### src/rtl/lfsr_decrypt_seq.sv
// lfsr_decrypt_seq: sequencer for the six-way LFSR decryption datapath.
// Seeds every LFSR from the first ciphertext byte. It then drops any LFSR whose
// keystream disagrees with the known preamble, and uses the surviving LFSR
// (highest index wins) to decrypt the payload back into memory.
module lfsr_decrypt_seq #(
  parameter int unsigned RD_BASE  = 64,
  parameter int unsigned WR_BASE  = 0,
  parameter int unsigned MSG_LEN  = 64,
  parameter int unsigned PRE_LEN  = 7,
  parameter logic [7:0]  PRE_CHAR = 8'h5F,
  parameter int unsigned NUM_TAPS = 6
) (
  input  logic                  clk,
  input  logic                  init_n,
  input  logic                  start,
  output logic [7:0]            mem_raddr,
  input  logic [7:0]            mem_rdata,
  output logic [7:0]            mem_waddr,
  output logic [7:0]            mem_wdata,
  output logic                  mem_wr_en,
  output logic                  lfsr_load,
  output logic                  lfsr_en,
  output logic [5:0]            lfsr_start,
  input  logic [6*NUM_TAPS-1:0] lfsr_states,
  output logic [2:0]            tap_sel,
  output logic                  no_match,
  output logic                  done
);

  typedef enum logic [2:0] {
    S_IDLE,
    S_SEED,
    S_TRAIN,
    S_DECRYPT,
    S_DONE
  } state_t;

  // cnt equals k during cycle Tk of a run.
  localparam logic [8:0] TRAIN_LAST = 9'(PRE_LEN);      // last preamble compare
  localparam logic [8:0] SYNC_CNT   = 9'(PRE_LEN + 1);  // sync byte, tap selection
  localparam logic [8:0] LAST_CNT   = 9'(MSG_LEN);      // final payload write
  localparam logic [8:0] RD_LAST    = 9'(MSG_LEN - 1);  // final read offset
  localparam logic [7:0] RD_BASE8   = 8'(RD_BASE);
  localparam logic [7:0] WR_BASE8   = 8'(WR_BASE);
  localparam logic [7:0] WR_SKEW    = 8'(PRE_LEN + 2);  // first write happens in T(PRE_LEN+2)
  localparam logic [5:0] PRE_KEY    = PRE_CHAR[5:0];

  state_t              state, state_nx;
  logic [8:0]          cnt;
  logic [NUM_TAPS-1:0] cand;
  logic [NUM_TAPS-1:0] match;
  logic [2:0]          sel;
  logic [7:0]          data_q;
  logic [5:0]          key_q;
  logic [5:0]          tap_state [NUM_TAPS];
  logic [8:0]          rd_off;
  logic [7:0]          rd_next;

  // Split the flat LFSR bus into per-tap states and compare each one to the expected key.
  always_comb begin
    for (int i = 0; i < NUM_TAPS; i++) begin
      tap_state[i] = lfsr_states[6*i +: 6];
      match[i]     = (tap_state[i] == key_q);
    end
  end

  // Priority-encode the surviving candidates; the highest index wins.
  always_comb begin
    sel = '0;
    for (int i = 0; i < NUM_TAPS; i++) begin
      if (cand[i]) sel = 3'(i);
    end
  end

  // Read address for the next byte. It saturates at the last ciphertext byte.
  always_comb begin
    rd_off  = (cnt >= RD_LAST) ? RD_LAST : cnt + 9'd1;
    rd_next = RD_BASE8 + rd_off[7:0];
  end

  // NOTE: data_q/key_q are a free-running pipeline overwritten every cycle and never
  // read before being refilled, so they deliberately carry no reset.
  // Capture the byte returned by memory together with its preamble-key view.
  always_ff @(posedge clk) begin
    data_q <= mem_rdata;
    key_q  <= mem_rdata[5:0] ^ PRE_KEY;
  end

  // State register. An asynchronous reset returns the FSM to IDLE, which also
  // drops mem_wr_en immediately.
  always_ff @(posedge clk or negedge init_n) begin
    if (!init_n) state <= S_IDLE;
    else         state <= state_nx;
  end

  // Run bookkeeping: the cycle counter, the candidate mask and the result flags.
  always_ff @(posedge clk or negedge init_n) begin
    if (!init_n) begin
      cnt      <= '0;
      cand     <= '1;
      tap_sel  <= '0;
      no_match <= 1'b0;
    end else begin
      unique case (state)
        S_IDLE, S_DONE: begin
          if (start) begin
            cnt      <= '0;
            cand     <= '1;  // re-arm every tap for the new run
            tap_sel  <= '0;
            no_match <= 1'b0;
          end
        end
        S_SEED: cnt <= cnt + 9'd1;
        S_TRAIN: begin
          cnt  <= cnt + 9'd1;
          cand <= cand & match;
        end
        S_DECRYPT: begin
          cnt <= cnt + 9'd1;
          if (cnt == SYNC_CNT) begin
            if (cand == '0) no_match <= 1'b1;
            else            tap_sel  <= sel;
          end
        end
        default: ;
      endcase
    end
  end

  assign lfsr_start = mem_rdata[5:0] ^ PRE_KEY;
  assign done       = (state == S_DONE);

  // NOTE: every output and next-state term gets a default before the case, so no
  // path through this block can leave a latch behind.
  // Next-state logic plus the memory and LFSR strobes.
  always_comb begin
    state_nx  = state;
    mem_raddr = RD_BASE8;
    mem_waddr = '0;
    mem_wdata = '0;
    mem_wr_en = 1'b0;
    lfsr_load = 1'b0;
    lfsr_en   = 1'b0;
    unique case (state)
      S_IDLE: begin
        if (start) state_nx = S_SEED;
      end
      S_SEED: begin
        lfsr_load = 1'b1;
        mem_raddr = rd_next;
        state_nx  = S_TRAIN;
      end
      S_TRAIN: begin
        lfsr_en   = 1'b1;
        mem_raddr = rd_next;
        if (cnt == TRAIN_LAST) state_nx = S_DECRYPT;
      end
      S_DECRYPT: begin
        mem_raddr = rd_next;
        if (cnt == SYNC_CNT) begin
          // The sync byte is only consumed. The LFSR holds still, so the first
          // payload byte is paired with S(PRE_LEN).
          if (cand == '0) state_nx = S_DONE;
        end else begin
          mem_wr_en = 1'b1;
          lfsr_en   = 1'b1;
          mem_waddr = WR_BASE8 + cnt[7:0] - WR_SKEW;
          mem_wdata = data_q ^ {2'b00, tap_state[tap_sel]};
          if (cnt == LAST_CNT) state_nx = S_DONE;
        end
      end
      S_DONE: begin
        if (start) state_nx = S_SEED;
      end
      default: state_nx = S_IDLE;
    endcase
  end

endmodule

### config.mk
export PLATFORM = sky130hd
export DESIGN_NAME = lfsr_decrypt_seq
export DESIGN_NICKNAME = d
export VERILOG_FILES = /design/src/rtl/lfsr_decrypt_seq.sv
export SDC_FILE = /design/constraint.sdc
export NUM_CORES = 1
export LEC_CHECK = 0
export BUFFER_PORTS_ARGS = -buffer_cell sky130_fd_sc_hd__buf_2
export CORE_MARGIN = 1
export CORE_UTILIZATION = 40
export DETAILED_ROUTE_END_ITERATION = 10
export PLACE_DENSITY = 0.69
export SETUP_SLACK_MARGIN = 0.05
export SLEW_MARGIN = 10
export SYNTH_ARGS = -nofsm -noshare
export SYNTH_HDL_FRONTEND = slang
export SYNTH_SLANG_ARGS = --single-unit
### constraint.sdc
create_clock -name clk -period 1.8 [get_ports clk]
set_input_delay 0.36 -clock clk [delete_from_list [all_inputs] [get_ports clk]]
set_output_delay 0.36 -clock clk [all_outputs]
set_load 0.1 [all_outputs]
* Word level (Yosys, flattened, before mapping) *
Index checks and enable logic that the tools add are counted.

storage, ports and cells
  word-level logic and storage cells = 84
  bits in registers = 36
  output and inout bits = 38
  bits of input ports = 47
  latch bits = 0
  bits in read-only memories = 0
  memories kept = 0
  RAM bits = 0

operators by class
  multiplexer cells = 36
  shifts and indexed selects = 0
  bitwise operators = 4
  equal/unequal tests = 20
  add/sub/neg operators = 3
  order comparisons = 2
  divide/modulo/power cells = 0
  reduce and logical (&&, ||, !) cells = 12
  multipliers = 0

operator list
  operator                                              number
  two-way mux 8 bit                                     6
  == test 6 bit                                         6
  two-way mux 3 bit                                     12
  binary-select mux 6 bit (select 3 bit)                1
  two-way mux 6 bit                                     3
  case mux 9 bit (2 select lines)                       1
  case mux 3 bit (4 select lines)                       1
  case mux 6 bit (2 select lines)                       1
  AND reduction 4 bit                                   3
  adder 9 x 1 -> 9 bit (second input constant)          1
  == test 9 x 3 -> 1 bit (second input constant)        1
  == test 9 x 4 -> 1 bit (second input constant)        1
  == test 9 x 7 -> 1 bit (second input constant)        1
  >= comparator 9 x 6 -> 1 bit (second input constant)  1
  two-way mux 9 bit                                     1
  adder 7 x 8 -> 8 bit (first input constant)           1
  inequality test 2 bit (second input constant)         4
  subtractor 8 x 4 -> 8 bit (second input constant)     1
  bitwise XOR 8 x 6 -> 8 bit                            1
  two-way mux 1 bit                                     7
  AND 6 bit                                             1
  == test 3 x 2 -> 1 bit (second input constant)        2
  logical NOT 6 bit                                     1
  inequality test 3 bit (second input constant)         2
  other kinds (13)                                      17

* Depth between registers and ports, before layout *
  word-level depth = 8
  gate-level depth with buffers = 7
  depth with buffers taken out = 7

* Worst setup path after synthesis *
OpenSTA, ideal clock, no wires.

  path type = reg-to-output
  start point = register tap_sel[0]
  end point = output port mem_wdata[5]
  buffers on the path = 1
  required time = 1440 ps
  path slack = -1976 ps
  arrival = 3416 ps
  stages on the path, launching flop included = 6
  cells stage by stage = dfrtp_1 buf_2 mux4_2 a22oi_1 xor2_1 nor2_1

on the way
  word-level cells in the longest chain between the ends = 7

ends and longest elaborated chain
  element                                                line  source
  start: declaration                                     25    output logic [2:0] tap_sel,
  start signal: assignment                               122   else tap_sel <= sel;
  NOT 3 -> 4 bit (not written as such)                   168   mem_wdata = data_q ^ {2'b00, tap_state[tap_sel]};
  binary-select mux 6 bit (select 3 bit)                 168
  two-way mux 6 bit (not written as such) (2 in series)  168
  bitwise XOR 8 x 6 -> 8 bit                             168
  two-way mux 8 bit                                      160   if (cnt == SYNC_CNT) begin
  two-way mux 8 bit                                      144   unique case (state)
  end: declaration                                       19    output logic [7:0] mem_wdata,

No other way between the ends. The select of a mux whose other input is x is not followed.

* Worst setup path in the final report *
  start point = register tap_sel[0]
  end point = output port mem_wdata[4]

Same word-level chain as after synthesis.

==> metrics list <==
- Commonest cells in the netlist: xor2_1 (34), nor2_1 (26), nand2_1 (19)
- Starting utilization of the core area: 0.417
* Clock input transition at the sequential cells of the worst setup and hold paths: 80 ps
* Pre-Repair DR Iteration Count: 5
- The die covers 0.00653 mm2.
* Violated checks: negative setup slack
- TritonCTS built the clock tree.
- Yosys attributes the largest share of cell area to dfrtp_1 (16%), xor2_1 (12%), dfxtp_1 (10%).
- Post-synthesis instance area: 0.00249 mm2
* Net count of the mapped netlist: 328
- Wire length per cell after detailed routing: 20.2 um
* Run status: complete, but fails checks
- Crit path launch type: register
* Hold_ws: 25.0 ps
* Post-DRT Antenna Nets: 0
- Across every metal layer, demand over resource in global routing totals 0.296.
- Count of unique library cells instantiated by Yosys: 51
- The area growth from synthesis to layout is 86.5%.
- Summing all flip-flop and latch instances after layout gives 832 um2.
- The H-tree generated during clock tree synthesis spans 2 levels.
- Clock skew after layout: 11.1 ps
- In the synthesized netlist, the number of instances is 278.
- Required @ worst endpoint: 1440 ps
- Max Transition Viols Final: 0
- Max-cap violations: 0
- Share of flip-flops with an asynchronous set or reset: 0.629
* DP Wirelength: 6110 um
- In the final layout, the multi-input gates occupy 0.00197 mm2.
* Headroom to the max-slew limit: 0.659
* Post-Synthesis Mean Instance Area: 8.94 um2
* Largest fanout of any net on the critical path: 7
- Portion of synthesized cell area occupied by the leading cell type: 0.161
* Clock root buffer: clkbuf_8
* Highest achievable clock rate: 0.393 GHz
- The tightest min-delay check is of the in -> async type.
* Kind of capture point of the worst setup path: primary output
- Most common cell in the synthesized netlist: xor2_1
- The clock passes through at most 2 buffers.
- Of all cell types, the one taking the most synthesized area is dfrtp_1.
- Of the available clock period, the critical path in the final layout requires 1.42.
- Once routing completed, OpenROAD measured the worst setup slack at -748 ps.
- Number of register bits inferred by synthesis: 35
- Number of top-level design ports: 85
* Setup repair after global routing missed its margin: yes
* Number of setup violations in the final report: 29
* Number of DRC markers after the initial detailed-route iteration: 320
* Share of synthesized area occupied by flip-flops and latches: 0.329
* Initial antenna violation count: 0
* Final Hold Fails: 0
* Core Rows: 28
- At the later pin of the worst-skew pair, clock insertion delay measures 300 ps.
- Largest net degree at the start of global routing: 23
- Residual overflow from global routing: 0
- TritonCTS sink count: 35
- Die height: 80.8 um
* Aggregate routed wire length: 10,400 um
* Total vias in the final route: 2,930
- Of the cells placed in the final design, the portion with a size suffix greater than 1 is 0.634.
- Routability congestion estimate from global placement: 0.952
* Count of fill cells added during filler insertion: 359
- Data arrival time of the critical path: 2190 ps
- Total of buffers placed on input and output ports: 82
- Via/cell ratio: 5.69
* Placeable core area: 0.00596 mm2
* Number of warnings reported in the yosys synthesis log: 0
* CTS Buf Count: 5
- At the pin with the least slew margin, the transition time is 511 ps.
- Measured on the finished design, the core utilization comes to 0.778.
* Commonest register cell after synthesis: dfrtp_1
* Die width: 80.8 um
- Number of nets in the finished design: 489
- 0 antenna diodes ended up in the layout.
* Setup Crit Path Kind: reg -> out
- CTS hold repair buffers: 0
- Subtracting the final worst setup slack from the clock period gives 2550 ps.
- Number of enable-type register cells in the synthesized netlist: 0
* DRC Markers: 0
* First-pass GRT wire length: 14,400 um
* Number of global-route vias before repair: 2,895
==> state kept, by name (all words and copies together) (netlist names) <==
register / cells
data_q: 8
no_match: 1
state: 3
cnt: 9
tap_sel: 3
cand: 6
key_q: 5
==> cell families after synthesis <==
kind of cell / after synthesis / synth area share
fa+ha+maj: 3 / 0.0151
simple gates: 92 / 0.201
other cells: 2 / 0.00302
compound gates: 44 / 0.109
flops: 35 / 0.329
buf+inv: 35 / 0.0654
xor+xnor: 51 / 0.180
mux: 16 / 0.0976
==> cell usage in the layout, fill, tap and decap left out, types with 7 or more instances in the layout <==
master,n
o21ai_0,12
nor4_1,7
dfrtp_1,9
dfxtp_1,13
buf_12,27
a21oi_1,7
xor2_2,7
buf_4,78
buf_2,56
nor2_4,14
nand3_1,8
nor2_1,11
inv_1,8
nand2_1,14
buf_6,17
xnor2_1,15
xor2_1,27
==> worst max-delay path, cell delays in order, from the launching register on <==
cell and delay (ps):
dfrtp_4 500, buf_6 150, mux4_2 510, a22oi_2 240, xor2_2 250, nor2_4 60, buf_12 160
==> metrics by stage <==
stage,instances,setup slack (ps),instance area [um2],TNS (ps)
after floorplan,278,-697,2810,-8030
after global placement,485,-314,4040,-4140
after detailed placement,485,-324,4040,-4730
after CTS,508,-623,4530,-11330
after global routing,515,-768,4640,-15810
final,515,-748,4640,-13380
==> final timing paths <==
kind / from / endpoint / slack (ps) / cells after the start
worst max-delay path: tap_sel[0] / mem_wdata[4] / -750 / 6
worst min-delay path: init_n / cnt[5] / 20 / 1
worst max register to register: cnt[0] / tap_sel[0] / -310 / 9
worst min register to register: no_match / no_match / 500 / 1
max in group asynchronous: init_n / tap_sel[1] / 1390 / 1
min in group clk: mem_rdata[7] / data_q[7] / 170 / 1
==> repair_timing <==
item,CTS,global route
buffers inserted,15,14
cloned,1,0
pin swaps,20,21
hold endpoints to repair,0,0
endpoints found under the setup margin,29,31
resized for setup,63,18
==> metal layers <==
layer,up-vias,global-route usage,part of all wire
li1,1263,-,-
met1,1462,0.354,0.38
met2,162,0.527,0.51
met3,43,0.0472,0.069
met4,0,0.118,0.042
met5,-,0,0
==> layout make-up <==
class                      count  share of cell area
timing repair buffer         178               0.345
inverter                      11             0.00972
tap                           75              0.0202
multi-input combinational    208               0.424
clock buffer                   8              0.0219
sequential                    35               0.179
Power is not shown: default switching activity piles up to over one toggle a cycle in this logic, so the estimate is an artifact.
